`src/rtl/mc_ctrl_fsm.sv`:
```
// Multi-cycle CPU control FSM: fetch/decode/exec/mem/writeback sequencing with halt and fault states.
// Optional memory-wait watchdog enabled by defining MC_CTRL_TIMEOUT_EN.
module mc_ctrl_fsm #(
    parameter int MEM_TIMEOUT = 16,
    parameter int CNT_W       = 16
) (
    input  logic             clk,
    input  logic             rst_n,
    input  logic             mem_ready,
    input  logic             is_load,
    input  logic             is_store,
    input  logic             dec_regwen,
    input  logic             halt_req,
    output logic             mem_req,
    output logic             mem_we,
    output logic             addr_sel,
    output logic             ir_we,
    output logic             mdr_we,
    output logic             pc_we,
    output logic             rf_we,
    output logic [2:0]       state,
    output logic             halted,
    output logic             fault,
    output logic [CNT_W-1:0] instret
);

    typedef enum logic [2:0] {
        ST_FETCH  = 3'd0,
        ST_DECODE = 3'd1,
        ST_EXEC   = 3'd2,
        ST_MEM    = 3'd3,
        ST_WB     = 3'd4,
        ST_HALTED = 3'd5,
        ST_FAULT  = 3'd6
    } state_t;

    state_t           state_q, state_d;
    logic [CNT_W-1:0] instret_q;
    logic             store_q;
    logic             regwen_q;
    logic             in_access;
    logic             timeout;

    assign in_access = (state_q == ST_FETCH) || (state_q == ST_MEM);

    // ---- stage p0: state and retired-instruction registers ----
    always_ff @(posedge clk or negedge rst_n) begin
        if (!rst_n) begin
            state_q   <= ST_FETCH;
            instret_q <= '0;
        end else begin
            state_q <= state_d;
            if (state_q == ST_WB)
                instret_q <= instret_q + CNT_W'(1);
        end
    end

    // Instruction class is captured at EXEC so MEM/WB strobes stay Moore and stable.
    always_ff @(posedge clk) begin
        if (state_q == ST_EXEC) begin
            store_q  <= is_store;
            regwen_q <= dec_regwen;
        end
    end

`ifdef MC_CTRL_TIMEOUT_EN
    logic [7:0] wait_cnt_q;

    // Any cycle outside a stalled access clears the counter, so it is zero on every FETCH/MEM entry.
    always_ff @(posedge clk or negedge rst_n) begin
        if (!rst_n)
            wait_cnt_q <= 8'd0;
        else if (in_access && !mem_ready)
            wait_cnt_q <= wait_cnt_q + 8'd1;
        else
            wait_cnt_q <= 8'd0;
    end

    assign timeout = in_access && !mem_ready && (wait_cnt_q == 8'(MEM_TIMEOUT - 1));
`else
    assign timeout = 1'b0;
`endif

    // ---- stage p1: next-state decode ----
    always_comb begin
        state_d = state_q;
        case (state_q)
            ST_FETCH: begin
                if (mem_ready)
                    state_d = ST_DECODE;
                else if (timeout)
                    state_d = ST_FAULT;
            end
            ST_DECODE: state_d = ST_EXEC;
            ST_EXEC:   state_d = (is_load || is_store) ? ST_MEM : ST_WB;
            ST_MEM: begin
                if (mem_ready)
                    state_d = ST_WB;
                else if (timeout)
                    state_d = ST_FAULT;
            end
            ST_WB:     state_d = halt_req ? ST_HALTED : ST_FETCH;
            ST_HALTED: state_d = halt_req ? ST_HALTED : ST_FETCH;
            ST_FAULT:  state_d = ST_FAULT;
            default:   state_d = ST_FAULT;
        endcase
    end

    // ---- stage p2: output decode; ir_we/mdr_we are the only Mealy strobes ----
    always_comb begin
        mem_req  = 1'b0;
        mem_we   = 1'b0;
        addr_sel = 1'b0;
        ir_we    = 1'b0;
        mdr_we   = 1'b0;
        pc_we    = 1'b0;
        rf_we    = 1'b0;
        if (rst_n) begin
            case (state_q)
                ST_FETCH: begin
                    mem_req = 1'b1;
                    ir_we   = mem_ready;
                end
                ST_MEM: begin
                    mem_req  = 1'b1;
                    addr_sel = 1'b1;
                    mem_we   = store_q;
                    mdr_we   = mem_ready && !store_q;
                end
                ST_WB: begin
                    pc_we = 1'b1;
                    rf_we = regwen_q;
                end
                default: ;
            endcase
        end
    end

    assign state   = state_q;
    assign halted  = (state_q == ST_HALTED);
    assign fault   = (state_q == ST_FAULT);
    assign instret = instret_q;

endmodule

```
`config.mk`:
```
export PLATFORM = sky130hd
export DESIGN_NAME = mc_ctrl_fsm
export DESIGN_NICKNAME = d
export VERILOG_FILES = /design/src/rtl/mc_ctrl_fsm.sv
export SDC_FILE = /design/constraint.sdc
export NUM_CORES = 1
export LEC_CHECK = 0
export CAP_MARGIN = 20
export CORE_ASPECT_RATIO = 0.5
export CORE_MARGIN = 2
export CORE_UTILIZATION = 25
export CTS_BUF_LIST = sky130_fd_sc_hd__clkbuf_2 sky130_fd_sc_hd__clkbuf_4 sky130_fd_sc_hd__clkbuf_8
export CTS_CLUSTER_DIAMETER = 60
export DETAILED_ROUTE_END_ITERATION = 8
export SYNTH_ARGS = -nofsm -noshare
export SYNTH_HDL_FRONTEND = slang
export SYNTH_SLANG_ARGS = --single-unit
export TNS_END_PERCENT = 5
```
`constraint.sdc`:
```
create_clock -name clk -period 4.8 [get_ports clk]
set_clock_uncertainty 0.15 [all_clocks]
set_input_delay 0.72 -clock clk [delete_from_list [all_inputs] [get_ports clk]]
set_output_delay 0.72 -clock clk [all_outputs]
set_load 0.02 [all_outputs]
```
==> qor.csv <==
stage;metric;value;unit
outcome;outcome;complete, no violations;
logic_synthesis;synth_edf_count;2;
global_routing;grt_usage;0.09906;
worst_setup_path;r2r-start;state[0]$_DFFE_PN0P_;
detailed_routing;post-route-drc-count;0;
clocking;post_cts_buffers;0;
global_routing;grt_pass1_vias;801;
detailed_routing;vias_per_cell;4.265;
logic_synthesis;netlist_area;0.001001;mm2
logic_synthesis;synth_fa_ha_area_frac;0.01250;
global_routing;grt_max_degree;15;
timing;final-setup-viol-count;0;
worst_setup_path;endpoint_kind;output port;
worst_setup_path;rr_endpoint;instret[11]$_DFFE_PN0N_;
logic_synthesis;ys_types;26;
logic_synthesis;avgSynthCellArea;10.65;um2
timing;final.setup.tns;0;ns
logic_synthesis;synth_top_family_by_area;simple AND/OR/NAND/NOR gates;
min_path;min_path_type;flip-flop to flip-flop;
detailed_routing;ant_nets;0;
final_layout;design_area;0.001455;mm2
min_path;hold_depth;1;
final_layout;layout_commonest_cell;clkdlybuf4s50_1;
worst_setup_path;crit_path_cell_trace;clkdlybuf4s50_1 -> nand2_1 -> nor4_1 -> clkdlybuf4s50_1;
clocking;postCtsResizedCells;0;
global_routing;antenna_found_initial;0;
timing;hold_viol;0;
run;maxCapViolCount;0;
worst_setup_path;worstSetupStartpointType;input pin;
worst_setup_path;worstSetupStartpoint;rst_n;
logic_synthesis;syn-instance-count;94;
power;total_power;694.2;uW
final_layout;mostFrequentLayoutCells;clkdlybuf4s50_1, dfrtp_1, xnor2_1;
worst_setup_path;cpPeakStageDelay;0.67;ns
worst_setup_path;endpoint;mdr_we;
detailed_routing;first_pass_iters;4;
final_layout;fillerInstances;378;
timing;min_period_over_period;0.6966;
floorplan;die_area;0.004557;mm2
global_routing;grt_first_pass_wirelength;3650;um
worst_setup_path;cp.buffers_inverters;2;
worst_setup_path;worstPathArrival;2.47;ns
placement;place.gp.congestion;0.7377;
placement;io_buffers;34;
clocking;clk_latency;0.26;ns
worst_setup_path;critical_path_class;input pin to output port;
global_routing;overflow;0;
logic_synthesis;ys_ff_latch;21;
timing;slew_headroom;0.6108;
worst_setup_path;rr_worst_depth;4;
logic_synthesis;async_flop_share;0.9048;
floorplan;core_area;0.003864;mm2
logic_synthesis;synth_top_area_share;0.4750;
timing;rsz0062_at_grt;false;
logic_synthesis;seq_area_frac_synth;0.5350;
final_layout;diodes;0;
logic_synthesis;ys.flop_type;dfrtp_1;
final_layout;utilization;0.3766;
timing;worst_slew_pin_slew;0.5825;ns
logic_synthesis;synth-compound-area-share;0.05000;
clocking;cts.clk_slew.worst_paths;0.08;ns
logic_synthesis;synthTopCellsByArea;dfrtp_1, xnor2_1, edfxtp_1;
final_layout;drive_above_1_share;0.06870;
detailed_routing;wl_per_cell;11.05;um
placement;place_hpwl;1608;um
floorplan;initial_core_util;0.2591;
power;ir_drop;0.1597;mV
clocking;ctsHtreeMaxLevel;1;
logic_synthesis;synth_fp_nets;102;
logic_synthesis;synthMuxAreaShare;0.01125;
logic_synthesis;yosysTopAreaCell;dfrtp_1;
clocking;cts_sinks;21;
clocking;root_buffer;clkbuf_8;
power;leakagePower;0.0006022;uW
clocking;cts_made_buffers;3;
worst_setup_path;crit_path_top_delay_cell;clkdlybuf4s50_1;
detailed_routing;wl;2045;um
detailed_routing;drtIter0Drc;35;
worst_setup_path;r2r_setup_slack;2.88;ns
worst_setup_path;path_common_cell;clkdlybuf4s50_1;
floorplan;die_y;48.75;um
placement;placed_area;0.001409;mm2
clocking;ctsLongestPathBuffers;2;
timing;slew_violations;0;
floorplan;io_pins;35;
floorplan;rows;16;
clocking;postCtsHoldBufs;0;
power;powerDensity;477.1;mW/mm2
floorplan;die_x;93.49;um
timing;fin_crit;3.344;ns
detailed_routing;num_vias;789;
clocking;cts_tree;yes;
worst_setup_path;worst-path-stages;4;
final_layout;nNetsFinal;140;
worst_setup_path;crit_fanout;9;
worst_setup_path;worstPathRequired;3.93;ns
final_layout;synthToLayoutAreaGrowth;45.38;%
logic_synthesis;ys_warn_count;0;
logic_synthesis;synthSimpleGateAreaFrac;0.2413;
worst_setup_path;crit_family;buffers and inverters;
timing;fmax;0.2991;GHz
logic_synthesis;synth-xor-area-share;0.1312;
==> cell families after synthesis <==
family	after synthesis
AO/OA/AOI/OAI	9
buffers and inverters	5
AND/OR/NAND/NOR	42
XOR/XNOR	15
multiplexers	1
adder cells (fa/ha/maj)	1
flip-flops	21
==> registers in the layout, summed over array words and instances, names as in the netlist <==
signal / cells
instret: 16
state: 3
regwen_q: 1
store_q: 1
==> per-stage QoR <==
step	worst slack [ns]	cells	hold slack, ns
2_1_floorplan	2.440	94	0.2744
3_3_place_gp	1.497	181	0.3139
3_5_place_dp	1.420	181	0.3174
4_1_cts	1.417	185	0.3292
5_1_grt	1.335	185	0.3583
6_report	1.456	185	0.3189
==> worst reg2reg max path, delay by kind of cell (launching register included) <==
family / cells / cell delay, ns
and+or+nand+nor: 3 / 1.03
xor gates and xnor gates: 1 / 0.14
DFF: 1 / 0.50
==> how the worst min path moves through the flow <==
stage / start / to / slack (ns)
finish: instret[15]$_DFFE_PN0N_ / instret[15]$_DFFE_PN0N_ / 0.32
CTS: instret[15]$_DFFE_PN0N_ / instret[15]$_DFFE_PN0N_ / 0.33
global route: instret[15]$_DFFE_PN0N_ / instret[15]$_DFFE_PN0N_ / 0.36
global placement: instret[15]$_DFFE_PN0N_ / instret[15]$_DFFE_PN0N_ / 0.31
floorplan: rst_n / instret[0]$_DFFE_PN0N_ / 0.27
detailed placement: instret[15]$_DFFE_PN0N_ / instret[15]$_DFFE_PN0N_ / 0.32
==> synth_stat cells (2+ instances only) <==
cell,number
a21oi_1,4
and2_1,2
and3_1,5
clkbuf_1,2
dfrtp_1,19
edfxtp_1,2
inv_1,3
nand2_1,9
nand3_1,5
nand4_1,4
nor2_1,5
nor3_1,5
o21ai_0,3
xnor2_1,12
xor2_1,3
==> where the power goes <==
part           total, uW  switching (uW)  leakage [uW]  internal, uW
Combinational        298             152      0.000307           145
Clock                115            57.5     0.0000255          57.8
Sequential           281            61.3      0.000270           220
Total                694             271      0.000602           423
==> cell type report <==
class / count / area [um2] / share of cell area
clock buffer: 3 / 41.29 / 0.02837
sequential: 21 / 535.5 / 0.3680
inverter: 3 / 11.26 / 0.007739
clock inverter: 1 / 5.005 / 0.003439
timing repair buffer: 35 / 347.8 / 0.2390
multi-input combinational: 68 / 446.7 / 0.3070
tap: 54 / 67.56 / 0.04643
==> layer usage <==
layer,GRT usage,part of all wire,vias up
li1,-,-,399
met1,0.1255,0.47,372
met2,0.1631,0.48,14
met3,0.03115,0.038,4
met4,0.02941,0.017,0
met5,0,0,-
Power figures use the tool's default switching activity.
==> variant 1: new RTL, same flow settings <==
`CNT_W`: 16 -> 12.
--- a/src/rtl/mc_ctrl_fsm.sv
+++ b/src/rtl/mc_ctrl_fsm.sv
@@ -3,5 +3,5 @@
 module mc_ctrl_fsm #(
     parameter int MEM_TIMEOUT = 16,
-    parameter int CNT_W       = 16
+    parameter int CNT_W       = 12
 ) (
     input  logic             clk,
Ports: changed (resized instret); port bits go from 35 to 31. The function was not compared with the original's and may differ.
==> variant 1 against the original RTL <==
- synthesized area shrank 12%
- wire length shrank 9.0%
- non-clock buffer count shrank 4
- clock power shrank 8%
- setup slack gained 0.066 ns
- global-route usage grew 0.56 points
- maximum frequency grew 2.0%
- power shrank 3.7%
- count of clock-buffer cells in the layout is the same
- sequential cell count shrank 4
- via count shrank 11%
- cell area shrank 12%
- critical path depth is the same
- critical path type unchanged
- largest cell class unchanged
- largest power group unchanged
- highest routed layer unchanged
==> variant 1: results (changes against the original RTL) <==
[sta]
relSlewSlack_pct = 66.74  ; +5.7 points
hold_slack_ns = 0.3173  ; -0.001631 ns

[run_status]
outcome = completed

[cells_and_area]
layout.cells.non_filler = 164  ; -11%
drive_gt1_share_pct = 7.965  ; +1.1 points
largest_reg_flops = 12  ; -4

[global_routing]
grt_pass1_wl_um = 3118  ; -15%
grt.total_usage_pct = 10.46  ; +0.56 points
grtUsageMet3_pct = 3.047  ; -0.069 points
met1_usage_pct = 12.22  ; -0.32 points
first_global_vias = 674  ; -16%
grtUsageMet2_pct = 18.03  ; +1.7 points

[place]
place.gp.congestion = 0.7261  ; -1.6%
io_buffers = 30  ; -12%
placed_cell_area_mm2 = 0.001236  ; -12%
dp_hpwl_um = 1473  ; -8.4%
place_ws_ns = 1.498  ; +0.07812 ns

[worst_setup_path]
rr_endpoint = instret[10]$_DFFE_PN0N_
rr_worst_depth = 3  ; -1
crit_path_max_incr_delay_ns = 0.65  ; -0.02 ns
crit_fanout = 8  ; -1

[pwr]
ir_worst_vdd_uv = 136.6  ; -14%
intPower_w = 0.0003965  ; -6.3%
p_seq_w = 0.000261  ; -7.1%
p_leak_nw = 0.5247  ; -13%

[min_path]
hp-start = instret[11]$_DFFE_PN0N_
hold_end = instret[11]$_DFFE_PN0N_

[drt]
route.met3.wl_um = 85  ; +10%
wl_met1_um = 825  ; -13%
dr.pass1.iters = 5  ; +1
wirelength_um = 1861  ; -9.0%
wl_met2_um = 912  ; -6.9%
via_per_inst = 4.268  ; about the same
drtIter0Drc = 11  ; -69%

[yosys]
synth_nets = 89  ; -13%
synthTopCellsByArea = dfrtp_1 42%, xnor2_1 6.9%, edfxtp_1 6.8%
synthAdderAreaFrac_pct = 1.414  ; +0.16 points
synth_mux_area_share_pct = 1.273  ; +0.15 points
synth_xor_area_share_pct = 10.89  ; -2.2 points
synth_compound_area_share_pct = 5.375  ; +0.37 points
ys_top_cells_by_count = 15 x dfrtp_1, 7 x xnor2_1, 5 x nand4_1
synth_area_per_cell_um2 = 10.92  ; +2.6%
synth_cell_types = 33  ; +27%

[clocking]
cts_buffers = 3  ; unchanged

-- variant 1: worst max-delay path by stage --
| stage | slack (ns) | depth (start not counted) | start | endpoint |
|---|---|---|---|---|
| 6_report | 1.52 | 4 | rst_n | mdr_we |
| 5_1_grt | 1.36 | 4 | rst_n | mdr_we |
| 4_1_cts | 1.50 | 5 | rst_n | mem_we |
| 3_5_place_dp | 1.50 | 5 | rst_n | mem_we |
| 3_3_place_gp | 1.53 | 4 | rst_n | mdr_we |
| 2_1_floorplan | 2.39 | 3 | state[0]$_DFFE_PN0P_ | mdr_we |
-- variant 1: final cells by class --
| class | count | area (µm²) |
|---|---|---|
| well taps | 51 | 63.81 |
| flip-flops and latches | 17 | 435.4 |
| multi-input cells | 58 | 417.9 |
| clock buffers | 3 | 41.29 |
| repair buffers | 31 | 307.8 |
| clock inverters | 1 | 5.005 |
| fillers | 362 | 2133 |
| inverters | 3 | 11.26 |
==> variant 2: new RTL, config.mk and constraints unchanged <==
Made on the original files. Put a register stage on the output `fault`, with the module's reset. The value now appears one clock later. The other outputs are not delayed to match. Comments in the files are not updated.
--- a/src/rtl/mc_ctrl_fsm.sv
+++ b/src/rtl/mc_ctrl_fsm.sv
@@ -139,5 +139,11 @@
     assign state   = state_q;
     assign halted  = (state_q == ST_HALTED);
-    assign fault   = (state_q == ST_FAULT);
+    always_ff @(posedge clk or negedge rst_n) begin
+        if (!rst_n) begin
+            fault <= '0;
+        end else begin
+            fault <= (state_q == ST_FAULT);
+        end
+    end
     assign instret = instret_q;
 
Behaviour: same outputs for any inputs over 10 cycles, from zero or initial values and one cycle with rst_n low; that may be too few to reach the edited logic, so the function may still have changed.
==> variant 2 against the original RTL <==
- cell area rose by 4.0%
- global-route usage shrank 0.41 points
- synthesized area up 4.4%
- wire length rose by 2.2%
- setup slack worse by 0.098 ns
- sequential cell count grew 1
- critical path type unchanged
- core utilization is 0.50 points higher
- combinational power about the same
- power increased by 11%
==> variant 2: results (changes against the original RTL) <==
[yosys]
synthTopCellsByArea = dfrtp_1 48%, xnor2_1 10%, edfxtp_1 5.7%
netlist_instances = 96  ; +2.1%
synth_nets = 104  ; +2.0%
synth_mux_area_share_pct = 1.078  ; -0.047 points
synthFlopType = dfrtp_1
synthAdderAreaFrac_pct = 1.198  ; -0.052 points
ys_async_sr_fraction_pct = 90.91  ; +0.43 points
synth_cell_types = 29  ; +12%
synth_compound_area_share_pct = 4.192  ; -0.81 points
ys_top_cells_by_count = 20 x dfrtp_1, 12 x xnor2_1, 8 x nand2_1
yosysSeqAreaShare_pct = 53.65  ; +0.15 points
synth_xor_area_share_pct = 12.57  ; -0.55 points

[global_routing]
grtUsageMet3_pct = 3.364  ; +0.25 points
grtUsageMet2_pct = 15.85  ; -0.46 points
grt.total_usage_pct = 9.499  ; -0.41 points
met1_usage_pct = 11.89  ; -0.66 points
grt_max_degree = 15  ; unchanged
first_global_vias = 748  ; -6.6%
grt_pass1_wl_um = 3463  ; -5.1%

[drt]
route.met3.wl_um = 100  ; +30%
top_layer = met4
wl_per_cell_um = 11.24  ; +1.7%
dr.pass1.iters = 3  ; -1
wl_met2_um = 963  ; -1.7%
wl_met1_um = 1013  ; +6.4%
drtIter0Drc = 19  ; -46%
vias = 807  ; +2.3%
wirelength_um = 2091  ; +2.2%

[place]
placedCellCount = 182  ; +0.55%
placed_cell_area_mm2 = 0.001441  ; +2.3%
place_ws_ns = 1.336  ; -0.08383 ns
place.gp.congestion = 0.7172  ; -2.8%
dp_hpwl_um = 1650  ; +2.6%

[cells_and_area]
filler_cell_count = 403  ; +6.6%
finish.net_count = 141  ; +0.71%
drive_gt1_share_pct = 6.818  ; -0.052 points

[run_status]
outcome = completed

[pwr]
intPower_w = 0.0004945  ; +17%
p_leak_nw = 0.6151  ; +2.2%
ir_worst_vdd_uv = 201.7  ; +26%

[worst_setup_path]
crit_fanout = 10  ; +1
slowest_stage = clkdlybuf4s50_1
rrSetupSlack_ns = 2.85  ; -0.03 ns
arrival_ns = 2.57  ; +0.10 ns
crit_path_max_incr_delay_ns = 0.74  ; +0.07 ns
timing.rr.start = state[0]$_DFFE_PN0P_
crit_end = mem_we

[sta]
relSlewSlack_pct = 68.40  ; +7.3 points
fin_crit_ns = 3.442  ; +0.09825 ns
hold_slack_ns = 0.3390  ; +0.02012 ns

[clocking]
cts_resized = 0  ; unchanged

## variant 2: final cells by class
cell class	count	area, µm²	share of cell area (%)
Clock inverter	1	30.03	1.985
Sequential cell	22	560.5	37.06
Timing Repair Buffer	35	347.8	22.99
Inverter	3	11.26	0.7444
Tap cell	54	67.56	4.467
Clock buffer	3	41.29	2.730
Multi-Input combinational cell	68	454.2	30.02
## variant 2: power by group through the flow
stage | combinational [W] | sequential [W] | clock, W
detailed placement | 0.000301 | 0.000305 | 0
floorplan | 0.000158 | 0.000320 | 0
global route | 0.000322 | 0.000314 | 0.000183
CTS | 0.000302 | 0.000301 | 0.000177
finish | 0.000297 | 0.000300 | 0.000171
global placement | 0.000296 | 0.000305 | 0
## variant 2: cells by family (layout without fill, tap and decap cells)
family | Yosys count | count (layout)
mux | 1 | 1
simple gates | 43 | 43
compound gates | 8 | 8
xor+xnor | 15 | 15
flops | 22 | 22
buf+inv | 6 | 42
fa+ha+maj | 1 | 1
